<file path="config.mk">
export PLATFORM = sky130hd
export DESIGN_NAME = ysyx_22050550_alu_pipe
export DESIGN_NICKNAME = d
export VERILOG_FILES = /design/src/rtl/ysyx_22050550_alu_pipe.sv
export SDC_FILE = /design/constraint.sdc
export NUM_CORES = 1
export LEC_CHECK = 0
export BUFFER_PORTS_ARGS = -buffer_cell sky130_fd_sc_hd__clkbuf_2
export CAP_MARGIN = 30
export CORE_UTILIZATION = 50
export CTS_CLUSTER_DIAMETER = 80
export CTS_CLUSTER_SIZE = 30
export DETAILED_ROUTE_END_ITERATION = 12
export PLACE_DENSITY = 0.92
export SLEW_MARGIN = 20
export SYNTH_ARGS = -nofsm -noshare
export SYNTH_HDL_FRONTEND = slang
export SYNTH_SLANG_ARGS = --single-unit
</file>
<file path="constraint.sdc">
create_clock -name clock -period 2.5 [get_ports clock]
set_input_delay 0.125 -clock clock [delete_from_list [all_inputs] [get_ports clock]]
set_output_delay 0.125 -clock clock [all_outputs]
set_load 0.01 [all_outputs]
</file>
<file path="src/rtl/ysyx_22050550_alu_pipe.sv">
// Two-stage valid/ready pipeline around the external combinational ALU.
// Stage E holds an accepted op and drives the ALU. Stage W captures the
// ALU result and flags until the consumer takes them. The block also keeps
// sticky overflow/carry flags and a retired-op counter for debug.
module ysyx_22050550_alu_pipe #(
  parameter int unsigned LEN   = 4,
  parameter int unsigned CNT_W = 16
) (
  input  logic             clock,
  input  logic             reset,
  input  logic             in_valid,
  output logic             in_ready,
  input  logic [LEN-1:0]   in_a,
  input  logic [LEN-1:0]   in_b,
  input  logic [2:0]       in_func,
  output logic [LEN-1:0]   alu_a,
  output logic [LEN-1:0]   alu_b,
  output logic [2:0]       alu_func,
  input  logic [LEN-1:0]   alu_out,
  input  logic             alu_overflow,
  input  logic             alu_carry,
  output logic             out_valid,
  input  logic             out_ready,
  output logic [LEN-1:0]   out_res,
  output logic             out_overflow,
  output logic             out_carry,
  output logic             out_zero,
  output logic             sticky_ov,
  output logic             sticky_cy,
  input  logic             sticky_clr,
  output logic [CNT_W-1:0] retired
);

  localparam logic [2:0] FN_ADD = 3'b000;
  localparam logic [2:0] FN_SUB = 3'b001;

  logic             e_valid;
  logic [LEN-1:0]   e_a;
  logic [LEN-1:0]   e_b;
  logic [2:0]       e_func;
  logic             w_valid;
  logic [LEN-1:0]   w_res;
  logic             w_ov;
  logic             w_cy;
  logic             s_ov;
  logic             s_cy;
  logic [CNT_W-1:0] cnt;

  logic             w_adv;
  logic             accept;
  logic             out_hs;
  logic             arith;
  logic             cap_ov;
  logic             cap_cy;

  // Handshake/advance decisions; in_ready only sees out_ready combinationally.
  always_comb begin
    w_adv    = e_valid && (!w_valid || out_ready);
    in_ready = !e_valid || w_adv;
    accept   = in_valid && in_ready;
    out_hs   = w_valid && out_ready;
    arith    = (e_func == FN_ADD) || (e_func == FN_SUB);
    cap_ov   = arith && alu_overflow;
    cap_cy   = arith && alu_carry;
  end

  // E stage: load on accept, drain when the op moves into W.
  always_ff @(posedge clock or posedge reset) begin
    if (reset) begin
      e_valid <= 1'b0;
      e_a     <= '0;
      e_b     <= '0;
      e_func  <= '0;
    end else if (accept) begin
      e_valid <= 1'b1;
      e_a     <= in_a;
      e_b     <= in_b;
      e_func  <= in_func;
    end else if (w_adv) begin
      e_valid <= 1'b0;
    end
  end

  // W stage: capture ALU result with flags masked to add/sub, hold until taken.
  always_ff @(posedge clock or posedge reset) begin
    if (reset) begin
      w_valid <= 1'b0;
      w_res   <= '0;
      w_ov    <= 1'b0;
      w_cy    <= 1'b0;
    end else if (w_adv) begin
      w_valid <= 1'b1;
      w_res   <= alu_out;
      w_ov    <= cap_ov;
      w_cy    <= cap_cy;
    end else if (out_hs) begin
      w_valid <= 1'b0;
    end
  end

  // Sticky flags: a set on W entry beats a simultaneous clear.
  always_ff @(posedge clock or posedge reset) begin
    if (reset) begin
      s_ov <= 1'b0;
      s_cy <= 1'b0;
    end else begin
      if (w_adv && cap_ov) begin
        s_ov <= 1'b1;
      end else if (sticky_clr) begin
        s_ov <= 1'b0;
      end
      if (w_adv && cap_cy) begin
        s_cy <= 1'b1;
      end else if (sticky_clr) begin
        s_cy <= 1'b0;
      end
    end
  end

  // Retired-op counter, wraps modulo 2^CNT_W.
  always_ff @(posedge clock or posedge reset) begin
    if (reset) begin
      cnt <= '0;
    end else if (out_hs) begin
      cnt <= cnt + CNT_W'(1);
    end
  end

  // Port mapping; out_zero derives from the registered result only.
  always_comb begin
    alu_a        = e_a;
    alu_b        = e_b;
    alu_func     = e_func;
    out_valid    = w_valid;
    out_res      = w_res;
    out_overflow = w_ov;
    out_carry    = w_cy;
    out_zero     = (w_res == LEN'(0));
    sticky_ov    = s_ov;
    sticky_cy    = s_cy;
    retired      = cnt;
  end

endmodule

</file>
==> out/results.tsv <==
metric	value	unit
outcome	finished clean	
avgSynthCellArea	13.07	um^2
wl	3195	um
clock_power_share	0.229	
ys_seq_elements	37	
finalCoreUtilization	0.7103	
postRouteAntennaNets	0	
slew_headroom	0.7018	
num-fill-cells	228	
syn_to_final_growth	33.81	%
syn_nets	136	
viasPerCell	5.167	
rrSetupSlack	1.01	ns
antenna_found_initial	0	
place_congestion	0.7150	
cap_violations	0	
startpoint_type	flip-flop	
drv_slew	0	
overflow	0	
max_freq	0.6694	GHz
power.leakage	1.024	nW
place_hpwl	2255	um
root_buffer	clkbuf_4	
cts_setup_buffers	0	
p_switching	0.4614	mW
cts_buffer_depth	2	
htree_levels	2	
swShare	0.3156	
hold_buffers	8	
wire_per_inst	14.46	um
tightest_slew	0.4472	ns
worstPathArrival	1.73	ns
cts_sinks	37	
diodes	0	
power_density	740.0	mW/mm^2
portBuffers	59	
seqPwrFrac	0.542	
setup_viol	0	
clk_latency	0.34	ns
rows	19	
critical_path_class	flip-flop to flip-flop	
combPwrFrac	0.230	
crit_required	2.73	ns
peakVddDrop	0.7037	mV
die_w	56.34	um
path_max_fanout	11	
synthesis.instances	113	
start_util	0.5308	
nNetsFinal	212	
dr_wl_met2	1673	um
grt_usage	0.2239	
core_area	0.002781	mm^2
first_pass_iters	4	
grt_pass1_wl	5368	um
min_period	1.494	ns
yosysWarnings	0	
internal_power	1.001	mW
drt_iter0_drc	22	
hold_viol	0	
synth_area	0.001476	mm^2
skew	0.01207	ns
first_global_vias	1233	
rsz0062_at_grt	no	
hold_class	primary input to flip-flop	
grt_start_max_net_pins	38	
drc	0	
cts_resized	0	
cts_buffers	5	
die_area	0.003174	mm^2
wl_met3	182	um
top_layer_used	met4	
final_layout_size_suffix_gt1_frac	0.4474	
wl_met1	1262	um
finalSetupTns	0	ns
ys_types	18	
finalCritPeriodShare	0.5976	
cts_tree	yes	
ioPinCount	60	
yosysSeqAreaShare	0.6271	
clk_pin_slew	0.11	ns
finalPower	1.462	mW
cp-end-kind	flip-flop	
route.vias.total	1142	
die_h	56.34	um
## sequential cells by signal, summed over array words and instances (netlist names)
| register | cells |
|---|---|
| e_valid | 1 |
| sticky_cy | 1 |
| out_carry | 1 |
| out_valid | 1 |
| retired | 16 |
| out_overflow | 1 |
| alu_a | 4 |
| out_res | 4 |
| alu_b | 4 |
| sticky_ov | 1 |
| alu_func | 3 |
## power groups by stage
stage	sequential (mW)	combinational, mW	clock (mW)
final	0.792	0.336	0.334
after detailed placement	0.804	0.328	0
after floorplan	0.830	0.142	0
after CTS	0.791	0.339	0.344
after global routing	0.806	0.368	0.364
after global placement	0.788	0.316	0
## cells in the final DEF (no fill, tap or decap), types with 3 or more instances in the layout
cell type	instances
dlygate4sd3_1	10
nor2_1	5
dfrtp_1	37
mux2_2	16
clkbuf_4	5
xor2_1	5
and3_1	3
nand4_1	5
nand3_1	8
nand2_1	9
nand2b_1	3
xnor2_1	10
clkbuf_2	59
inv_1	4
## synthesized netlist by cell type
cell,n,area (um^2)
xor2_1,5,43.79
and3_1,3,18.77
nand2b_1,3,18.77
nand3b_1,1,7.510
dfrtp_1,37,925.9
buf_4,1,7.510
inv_1,4,15.01
and4_1,1,8.760
nor4_1,1,6.260
mux2_2,16,180.2
nand2_1,9,33.78
nand4_1,5,31.28
nand3_1,8,40.04
nor2_1,5,18.77
ha_1,1,12.51
xnor2_1,10,87.58
nor3_2,1,10.01
o21ai_0,2,10.01
## final timing paths
kind	from	to	cells after the start
setup reg to reg	out_valid	alu_a[2]	3
max in group asynchronous	reset	retired[3]	4
setup / recovery	out_valid	alu_a[2]	3
min in group asynchronous	reset	alu_func[0]	4
hold / removal	alu_out[1]	out_res[1]	2
hold reg to reg	retired[15]	retired[15]	1
## per-stage QoR
| step | setup slack, ns | area [um^2] | std cells | hold WS (ns) |
|---|---|---|---|---|
| 4_1_cts | 0.9960 | 1956 | 219 | 0.0004481 |
| 2_1_floorplan | 1.128 | 1476 | 113 | 0.2323 |
| 3_3_place_gp | 1.100 | 1810 | 203 | 0.2192 |
| 3_5_place_dp | 1.026 | 1810 | 203 | 0.2503 |
| 6_report | 1.006 | 1976 | 221 | 0.01231 |
| 5_1_grt | 0.8931 | 1976 | 221 | -0.0007709 |
## area by class of cell
cell class | count | area, um^2 | share of cell area
Multi-Input combinational cell | 71 | 528.0 | 0.2673
Inverter | 4 | 15.01 | 0.007600
Sequential cell | 37 | 925.9 | 0.4687
Timing Repair Buffer | 70 | 402.9 | 0.2039
Clock buffer | 6 | 51.30 | 0.02597
Clock inverter | 2 | 13.76 | 0.006966
Tap cell | 31 | 38.79 | 0.01963
## cells by family after synthesis
| logic type | count (synthesis) | share of synthesized area |
|---|---|---|
| buffers and inverters | 5 | 0.01525 |
| adders and majority gates | 1 | 0.008473 |
| muxes | 16 | 0.1220 |
| xor gates and xnor gates | 15 | 0.08898 |
| AOI/OAI and AO/OA | 2 | 0.006780 |
| and+or+nand+nor | 37 | 0.1314 |
| DFF | 37 | 0.6271 |
## layer usage
layer / GRT usage / vias to the layer above
met3: 0.05760 / 7
met1: 0.2403 / 547
met4: 0.1220 / 0
met2: 0.3997 / 47
met5: 0 / -
li1: - / 541
## critical path: stages, from the launching register on
cell and delay [ns]:
dfrtp_1 0.46, nand3b_1 0.15, nand2_1 0.38, mux2_2 0.39
Note: power is estimated with default switching activity, not from simulation.
